File: src/rtl/lcd_pattern_gen.sv
// RGB565 test-pattern source re-aligning DE/HSYNC/VSYNC with a fixed 2-cycle latency.
// Optional macro PATTERN_ANIM_EN scrolls the colour bars left by one pixel per frame.
module lcd_pattern_gen #(
  parameter int H_ACTIVE        = 480,
  parameter int V_ACTIVE        = 272,
  parameter bit SYNC_POL        = 1'b0,
  parameter bit BTN_ACTIVE_LOW  = 1'b1,
  parameter int DEBOUNCE_CYCLES = 90000
) (
  input  logic       CLK,
  input  logic       RST,
  input  logic       BTN,
  input  logic       IN_DE,
  input  logic       IN_HSYNC,
  input  logic       IN_VSYNC,
  output logic       LCD_DE,
  output logic       LCD_HSYNC,
  output logic       LCD_VSYNC,
  output logic [4:0] LCD_R,
  output logic [5:0] LCD_G,
  output logic [4:0] LCD_B,
  output logic [1:0] PATTERN
);

  localparam int              CNT_W   = $clog2(DEBOUNCE_CYCLES + 1);
  localparam logic [CNT_W-1:0] DB_LAST = CNT_W'(DEBOUNCE_CYCLES - 1);
  localparam logic [9:0]      X_LAST  = 10'(H_ACTIVE - 1);
  localparam logic [9:0]      Y_LAST  = 10'(V_ACTIVE - 1);
  localparam logic [9:0]      BAR_W   = 10'(H_ACTIVE / 8);

  typedef enum logic {BTN_IDLE, BTN_PRESSED} btn_state_t;

  btn_state_t       btn_state, btn_next;
  logic [1:0]       btn_sync;
  logic             btn_pressed;
  logic [CNT_W-1:0] db_cnt, db_cnt_next;
  logic             press_evt;
  logic [1:0]       pending, pattern;

  logic       de1, hs1, vs1;
  logic [9:0] x1, y1, x_next, y_next;
  logic       vs_edge, de_fall;

  logic [9:0] bar_x, bar_idx;
  logic [2:0] bar;
  logic       grid_on;
  logic [4:0] pix_r, pix_b;
  logic [5:0] pix_g;

  logic       de2, hs2, vs2;
  logic [4:0] r2, b2;
  logic [5:0] g2;

  always_ff @(posedge CLK) begin
    if (RST) btn_sync <= {2{BTN_ACTIVE_LOW}};
    else     btn_sync <= {btn_sync[0], BTN};
  end

  assign btn_pressed = btn_sync[1] ^ BTN_ACTIVE_LOW;

  always_ff @(posedge CLK) begin
    if (RST) begin
      btn_state <= BTN_IDLE;
      db_cnt    <= '0;
    end else begin
      btn_state <= btn_next;
      db_cnt    <= db_cnt_next;
    end
  end

  // A level is accepted only after it has differed from the current state for DEBOUNCE_CYCLES samples
  always_comb begin
    btn_next    = btn_state;
    db_cnt_next = '0;
    press_evt   = 1'b0;
    if (btn_pressed != (btn_state == BTN_PRESSED)) begin
      if (db_cnt == DB_LAST) begin
        btn_next  = btn_pressed ? BTN_PRESSED : BTN_IDLE;
        press_evt = btn_pressed;
      end else begin
        db_cnt_next = db_cnt + 1'b1;
      end
    end
  end

  assign vs_edge = (IN_VSYNC == SYNC_POL) && (vs1 != SYNC_POL);
  assign de_fall = de1 && !IN_DE;

  // Pattern changes are held back to the frame boundary so a frame never tears
  always_ff @(posedge CLK) begin
    if (RST) begin
      pending <= '0;
      pattern <= '0;
    end else begin
      if (press_evt) pending <= pending + 1'b1;
      if (vs_edge)   pattern <= pending;
    end
  end

  always_comb begin
    x_next = '0;
    if (IN_DE && de1) x_next = (x1 == X_LAST) ? x1 : x1 + 1'b1;
    y_next = y1;
    if (vs_edge)      y_next = '0;
    else if (de_fall) y_next = (y1 == Y_LAST) ? y1 : y1 + 1'b1;
  end

  always_ff @(posedge CLK) begin
    if (RST) begin
      de1 <= 1'b0;
      hs1 <= ~SYNC_POL;
      vs1 <= ~SYNC_POL;
      x1  <= '0;
      y1  <= '0;
    end else begin
      de1 <= IN_DE;
      hs1 <= IN_HSYNC;
      vs1 <= IN_VSYNC;
      x1  <= x_next;
      y1  <= y_next;
    end
  end

`ifdef PATTERN_ANIM_EN
  localparam logic [9:0] H_SIZE = 10'(H_ACTIVE);
  logic [8:0] offset;
  logic [9:0] x_sum;

  always_ff @(posedge CLK) begin
    if (RST)          offset <= '0;
    else if (vs_edge) offset <= (offset == X_LAST[8:0]) ? 9'd0 : offset + 1'b1;
  end

  always_comb begin
    x_sum = x1 + {1'b0, offset};
    bar_x = (x_sum >= H_SIZE) ? x_sum - H_SIZE : x_sum;
  end
`else
  assign bar_x = x1;
`endif

  assign bar_idx = bar_x / BAR_W;
  assign bar     = (bar_idx > 10'd7) ? 3'd7 : bar_idx[2:0];
  assign grid_on = (x1[4:0] == 5'd0) || (y1[4:0] == 5'd0) || (x1 == X_LAST) || (y1 == Y_LAST);

  // Bar order white..black falls out of inverting the bar index bits per channel
  always_comb begin
    pix_r = '0;
    pix_g = '0;
    pix_b = '0;
    case (pattern)
      2'd0: begin
        pix_r = {5{~bar[1]}};
        pix_g = {6{~bar[2]}};
        pix_b = {5{~bar[0]}};
      end
      2'd1: begin
        pix_r = {5{grid_on}};
        pix_g = {6{grid_on}};
        pix_b = {5{grid_on}};
      end
      2'd2: begin
        pix_r = x1[8:4];
        pix_g = y1[8:3];
        pix_b = ~x1[8:4];
      end
      default: begin
        pix_r = '1;
        pix_g = '1;
        pix_b = '1;
      end
    endcase
  end

  always_ff @(posedge CLK) begin
    if (RST) begin
      de2 <= 1'b0;
      hs2 <= ~SYNC_POL;
      vs2 <= ~SYNC_POL;
      r2  <= '0;
      g2  <= '0;
      b2  <= '0;
    end else begin
      de2 <= de1;
      hs2 <= hs1;
      vs2 <= vs1;
      r2  <= de1 ? pix_r : 5'd0;
      g2  <= de1 ? pix_g : 6'd0;
      b2  <= de1 ? pix_b : 5'd0;
    end
  end

  assign LCD_DE    = de2;
  assign LCD_HSYNC = hs2;
  assign LCD_VSYNC = vs2;
  assign LCD_R     = r2;
  assign LCD_G     = g2;
  assign LCD_B     = b2;
  assign PATTERN   = pattern;

endmodule

File: config.mk
export PLATFORM = sky130hd
export DESIGN_NAME = lcd_pattern_gen
export DESIGN_NICKNAME = d
export VERILOG_FILES = /design/src/rtl/lcd_pattern_gen.sv
export SDC_FILE = /design/constraint.sdc
export NUM_CORES = 1
export LEC_CHECK = 0
export ABC_CLOCK_PERIOD_IN_PS = 2670
export CORE_MARGIN = 2
export CORE_UTILIZATION = 56
export DETAILED_ROUTE_END_ITERATION = 12
export PLACE_DENSITY = 0.78
export SYNTH_ARGS = -nofsm -noshare
export SYNTH_HDL_FRONTEND = slang
export SYNTH_SLANG_ARGS = --single-unit
File: constraint.sdc
create_clock -name CLK -period 2.67 [get_ports CLK]
set_input_delay 0.534 -clock CLK [delete_from_list [all_inputs] [get_ports CLK]]
set_output_delay 0.534 -clock CLK [all_outputs]
set_load 0.005 [all_outputs]
======== Word-level counts from Yosys, hierarchy flattened ========
Index checks and enable logic that the tools add are counted.
word-level totals
  word-level logic and storage cells ...... 61
  bits of input ports ..................... 6
  output and inout port bits .............. 21
  flip-flop bits (word level) ............. 66
operators by class
  magnitude comparators ................... 1
  multiplexer cells ....................... 7
  divide/modulo/power cells ............... 1
  reductions and logical operators ........ 16
  bitwise operators ....................... 10
  equal/unequal tests ..................... 6
  add/sub/neg operators ................... 4
operators by type and width
  cell                                                 count
  case mux 5 bit (3 select lines)                      2
  adder 10 x 1 -> 10 bit, second input constant        2
  == test 10 x 9 -> 1 bit, second input constant       2
  case mux 6 bit (3 select lines)                      1
  adder 17 x 1 -> 17 bit, second input constant        1
  == test 17 bit, second input constant                1
  divider 10 x 6 -> 10 bit, second input constant      1
  > comparator 10 x 3 -> 1 bit, second input constant  1
  zero test 5 bit                                      2
  NOT 1 bit                                            9
  OR reduction 2 bit                                   3
  NOT 5 bit                                            1
  AND reduction 2 bit                                  2
  logical AND 1 bit                                    3
  logical OR 1 bit                                     3
  2-to-1 mux 1 bit                                     3
  2-to-1 mux 3 bit                                     1
  OR reduction 3 bit                                   1
  adder 2 x 1 -> 2 bit, second input constant          1
  == test 2 x 1 -> 1 bit, second input constant        1
  == test 2 bit, second input constant                 1
  zero test 2 bit                                      1
  zero test 1 bit                                      1
  != test 1 bit                                        1

======== Logic depth before layout (Yosys ltp) ========
  word-level depth ........................ 5
  mapped depth ............................ 9
  mapped depth without buffers ............ 6

======== Worst setup path after synthesis ========
OpenSTA, ideal clock, no wires.
  kind .................................... register to register
  start ................................... register y1[0]
  end ..................................... register g2[0] (netlist: LCD_G[0])
  slack ................................... 797 ps
  period minus slack after synthesis ...... 1,873 ps
  arrival ................................. 1,758 ps
  cell stages (with the launch flop) ...... 7
  data required time ...................... 2,555 ps
  cell sequence ........................... dfxtp_1 > ha_1 > and3_1 > and3_1 > o41a_1 > o31a_2 > o21a_1
on the way
  cells in the longest elaborated chain, start to end .. 5
  elaborated cells on any way between the ends .. 6
  those cells by class .................... eq/ne (1); mux (1); reduce/logical (4)
ends and longest elaborated chain
  item                                 line  source
  from (decl)                          41    logic [9:0] x1, y1, x_next, y_next;
  from (signal assigned)               120   y1 <= y_next;
  zero test 5 bit                      144   assign grid_on = (x1[4:0] == 5'd0) || (y1[4:0] == 5'd0) || (x1 == X_LAST) || (y1 == Y_LAST);
  logical OR 1 bit (2 in series)       144
  logical OR 1 bit (*)                 144
  case mux 6 bit (3 select lines) (*)  151   case (pattern)
  to (signal assigned)                 188   g2 <= de1 ? pix_g : 6'd0;
  to (decl)                            52    logic [5:0] g2;
Every way passes the cells marked *; elsewhere a longest branch is shown, timed or not.
A chain may end at the register's enable or synchronous reset.

======== Worst setup path in the final report ========
  start ................................... register y1[0]
  end ..................................... register r2[4] (netlist: LCD_R[4])
on the way
  cells in the longest elaborated chain, start to end .. 5
  elaborated cells on any way between the ends .. 6
  those cells by class .................... eq/ne (1); mux (1); reduce/logical (4)
ends and longest elaborated chain
  item                                 line  source
  zero test 5 bit                      144
  logical OR 1 bit (2 in series)       144
  logical OR 1 bit (*)                 144
  case mux 5 bit (3 select lines) (*)  151
  to (signal assigned)                 187   r2 <= de1 ? pix_r : 5'd0;
  to (decl)                            51    logic [4:0] r2, b2;
Marked as above.

==> flow_summary.toml <==
[status]
status = "complete, no violations"

[timing]
period_needed_ns = 2.05
rsz0062_at_grt = "no"
hold_slack_ns = 0.414
worst_slew_pin_slew_ns = 0.717
setup_viol = 0
max-slew-margin-rel = 0.518
timing.final.crit_share = 0.769
max_freq_ghz = 0.487
finClkSkew_ns = 0.00524
fin_setup_tns_ns = 0
hold_viol = 0
finalMaxSlewViolations = 0

[route]
routed_wl_mm = 5.22
postRouteAntennaNets = 0
drc = 0
via_per_inst = 5.35
drt-initial-drc-count = 150
vias = 2243
drtPass1Iterations = 5
wl_per_cell_um = 12.4

[flow_run]
max_cap_violations = 0

[synthesis]
synth-edff-count = 0
syn_area_per_cell_um2 = 8.85
yosysWarnings = 0
ys_seq_area_frac = 0.464
synth_cells = 322
synthArstFlopShare = 0
ys_ff_latch = 66
synth_cell_type_count = 46
yosysTopAreaCell = "dfxtp_1"
netlist_area_um2 = 2850
synth_ff_type = "dfxtp_1"
synth_nets = 333
netlist.area_leader.share = 0.464
synthTopCellsByArea = "dfxtp_1 46%, nor2_1 7.1%, xnor2_1 4.3%"

[floorplan]
die_h_um = 75.3
top_level_ports = 27
rows = 25
core-area_um2 = 4820
dieWidth_um = 75.3
dieArea_um2 = 5680
initial_core_util = 0.592

[global_routing]
antenna_found_initial = 0
grt_util_all_layers = 0.206
grt_pass1_wl_mm = 8.90
grt_max_degree = 18
grt_overflow = 0
grt_pass1_vias = 2045

[clock_network]
cts-root-buf = "clkbuf_8"
cts.sinks = 66
cts_tree = "yes"
htree_levels = 3
cts_hold_buf = 0
numCtsBuffers = 9
cts_resized = 0
clock_latency_ns = 0.34
clkTransAtPathRegs_ns = 0.07
postCtsSetupBuffers = 0
cts.path.max_buffers = 2

[setup_path]
cp_top_family = "compound AO/OA/AOI/OAI gates"
path_buf_inv = 0
worst-endpoint-arrival_ns = 2.25
worstPathRequired_ns = 2.86
crit_path_end_kind = "flip-flop"
path_cells = "ha_1, and3_1, and3_1, o41a_1, o21ai_2, o21ai_1"
critPathKind = "reg2reg"
start_kind = "flip-flop"
cpPeakStageDelay_ns = 0.45
cp_max_fo = 10
slowest_stage = "o41a_1"
crit_top_cell = "and3_1"

[layout]
post-route-cell-area_um2 = 3340
final_cells = 419
final_util = 0.694
drive_gt1_frac = 0.0966
layout.nets = 358
areaGrowthSynthToFinish_pct = 17.3
antenna_cells = 0

[placed_design]
gp_congestion = 0.829
placed_cell_area_um2 = 3140
io_buffer_count = 26
dp.cells = 403
dp_hpwl_mm = 3.62

[power]
p_leak_nw = 1.19
ir_worst_vdd_v = 0.000450
pwr_density_cell_nw_per_um2 = 574

[worst_hold_path]
hold_path_class = "reg2reg"
==> through the flow <==
stage | setup slack, ns | power [W]
final | 0.616 | 0.00192
after global routing | 0.487 | 0.00199
after CTS | 0.624 | 0.00194
after detailed placement | 0.557 | 0.00110
after global placement | 0.604 | 0.00110
after floorplan | 0.797 | 0.00106
==> registers in the layout, summed over array words and instances, names as in the netlist <==
signal and count:
LCD_HSYNC 1, de1 1, hs1 1, bar_x 10
vs1 1, PATTERN 2, LCD_R 5, y1 10
pending 2, LCD_G 6, btn_state 1, LCD_VSYNC 1
LCD_B 5, db_cnt 17, LCD_DE 1, btn_sync 2
==> worst register-to-register path, cell delays in order, from the launching register on <==
cell,delay [ns]
dfxtp_1,0.35
ha_1,0.23
and3_1,0.22
and3_1,0.17
o41a_1,0.45
o21ai_2,0.35
o21ai_1,0.14
==> routing by layer <==
metal	track usage	wire [µm]	vias to the layer above
li1	-	-	1147
met1	0.270	2520	1051
met2	0.325	2440	36
met3	0.0397	156	9
met4	0.105	97	0
met5	0	0	-
==> kinds of logic after synthesis <==
group                    synth area share
AND/OR/NAND/NOR                     0.256
AO/OA/AOI/OAI                       0.115
adder cells (fa/ha/maj)            0.0219
buffers and inverters              0.0430
flip-flops                          0.464
XOR/XNOR                           0.0860
multiplexers                       0.0140
==> cell usage in the layout (no fill, tap or decap), types with 6 or more instances in the layout <==
master / synthesis / layout
o21a_1: 6 / 6
and3_1: 8 / 8
or3_1: 7 / 7
nand3_1: 8 / 8
dfxtp_1: 66 / 66
nand4_1: 8 / 8
clkbuf_8: 0 / 10
clkdlybuf4s50_1: 0 / 26
nand2_1: 19 / 19
xnor2_1: 14 / 14
o21ai_0: 9 / 9
a21oi_1: 10 / 10
xor2_1: 14 / 14
nor3_1: 8 / 8
nor2_1: 54 / 54
or2_2: 8 / 8
nor2b_1: 7 / 7
inv_1: 12 / 12
==> final cells by class <==
class | count | area, µm²
well taps | 67 | 83.8
clock inverters | 6 | 65.1
inverters | 12 | 45.0
clock buffers | 10 | 138
fillers | 397 | 1480
flip-flops and latches | 66 | 1320
multi-input cells | 229 | 1410
repair buffers | 29 | 283
==> path summary, 6_finish.rpt <==
kind                                  start           to  slack, ns  cells after the start
worst min-delay path            btn_sync[0]  btn_sync[1]       0.41                      1
worst min register to register  btn_sync[0]  btn_sync[1]       0.41                      1
worst max-delay path                  y1[0]     LCD_R[4]       0.62                      6
worst max register to register        y1[0]     LCD_R[4]       0.62                      6
==> synth_stat cells (all sizes together), types with 2 or more instances <==
library cell / number
dfxtp: 66
nor2: 54
nand2: 20
o21ai: 15
xnor2: 14
xor2: 14
inv: 12
a21oi: 10
nor3: 10
and3: 8
buf: 8
nand3: 8
nand4: 8
or2: 8
clkbuf: 7
nor2b: 7
or3: 7
o21a: 6
ha: 5
o22ai: 5
mux2i: 4
and4: 3
a211o: 2
a31oi: 2
and2: 2
nor4: 2
nor4b: 2
o211a: 2
==> where the power goes <==
part           switching (W)  internal, W
Clock               0.000386     0.000458
Sequential        0.00000576      0.00100
Combinational      0.0000284    0.0000404
Total               0.000420      0.00150
Note: power is estimated with default switching activity, not from simulation.
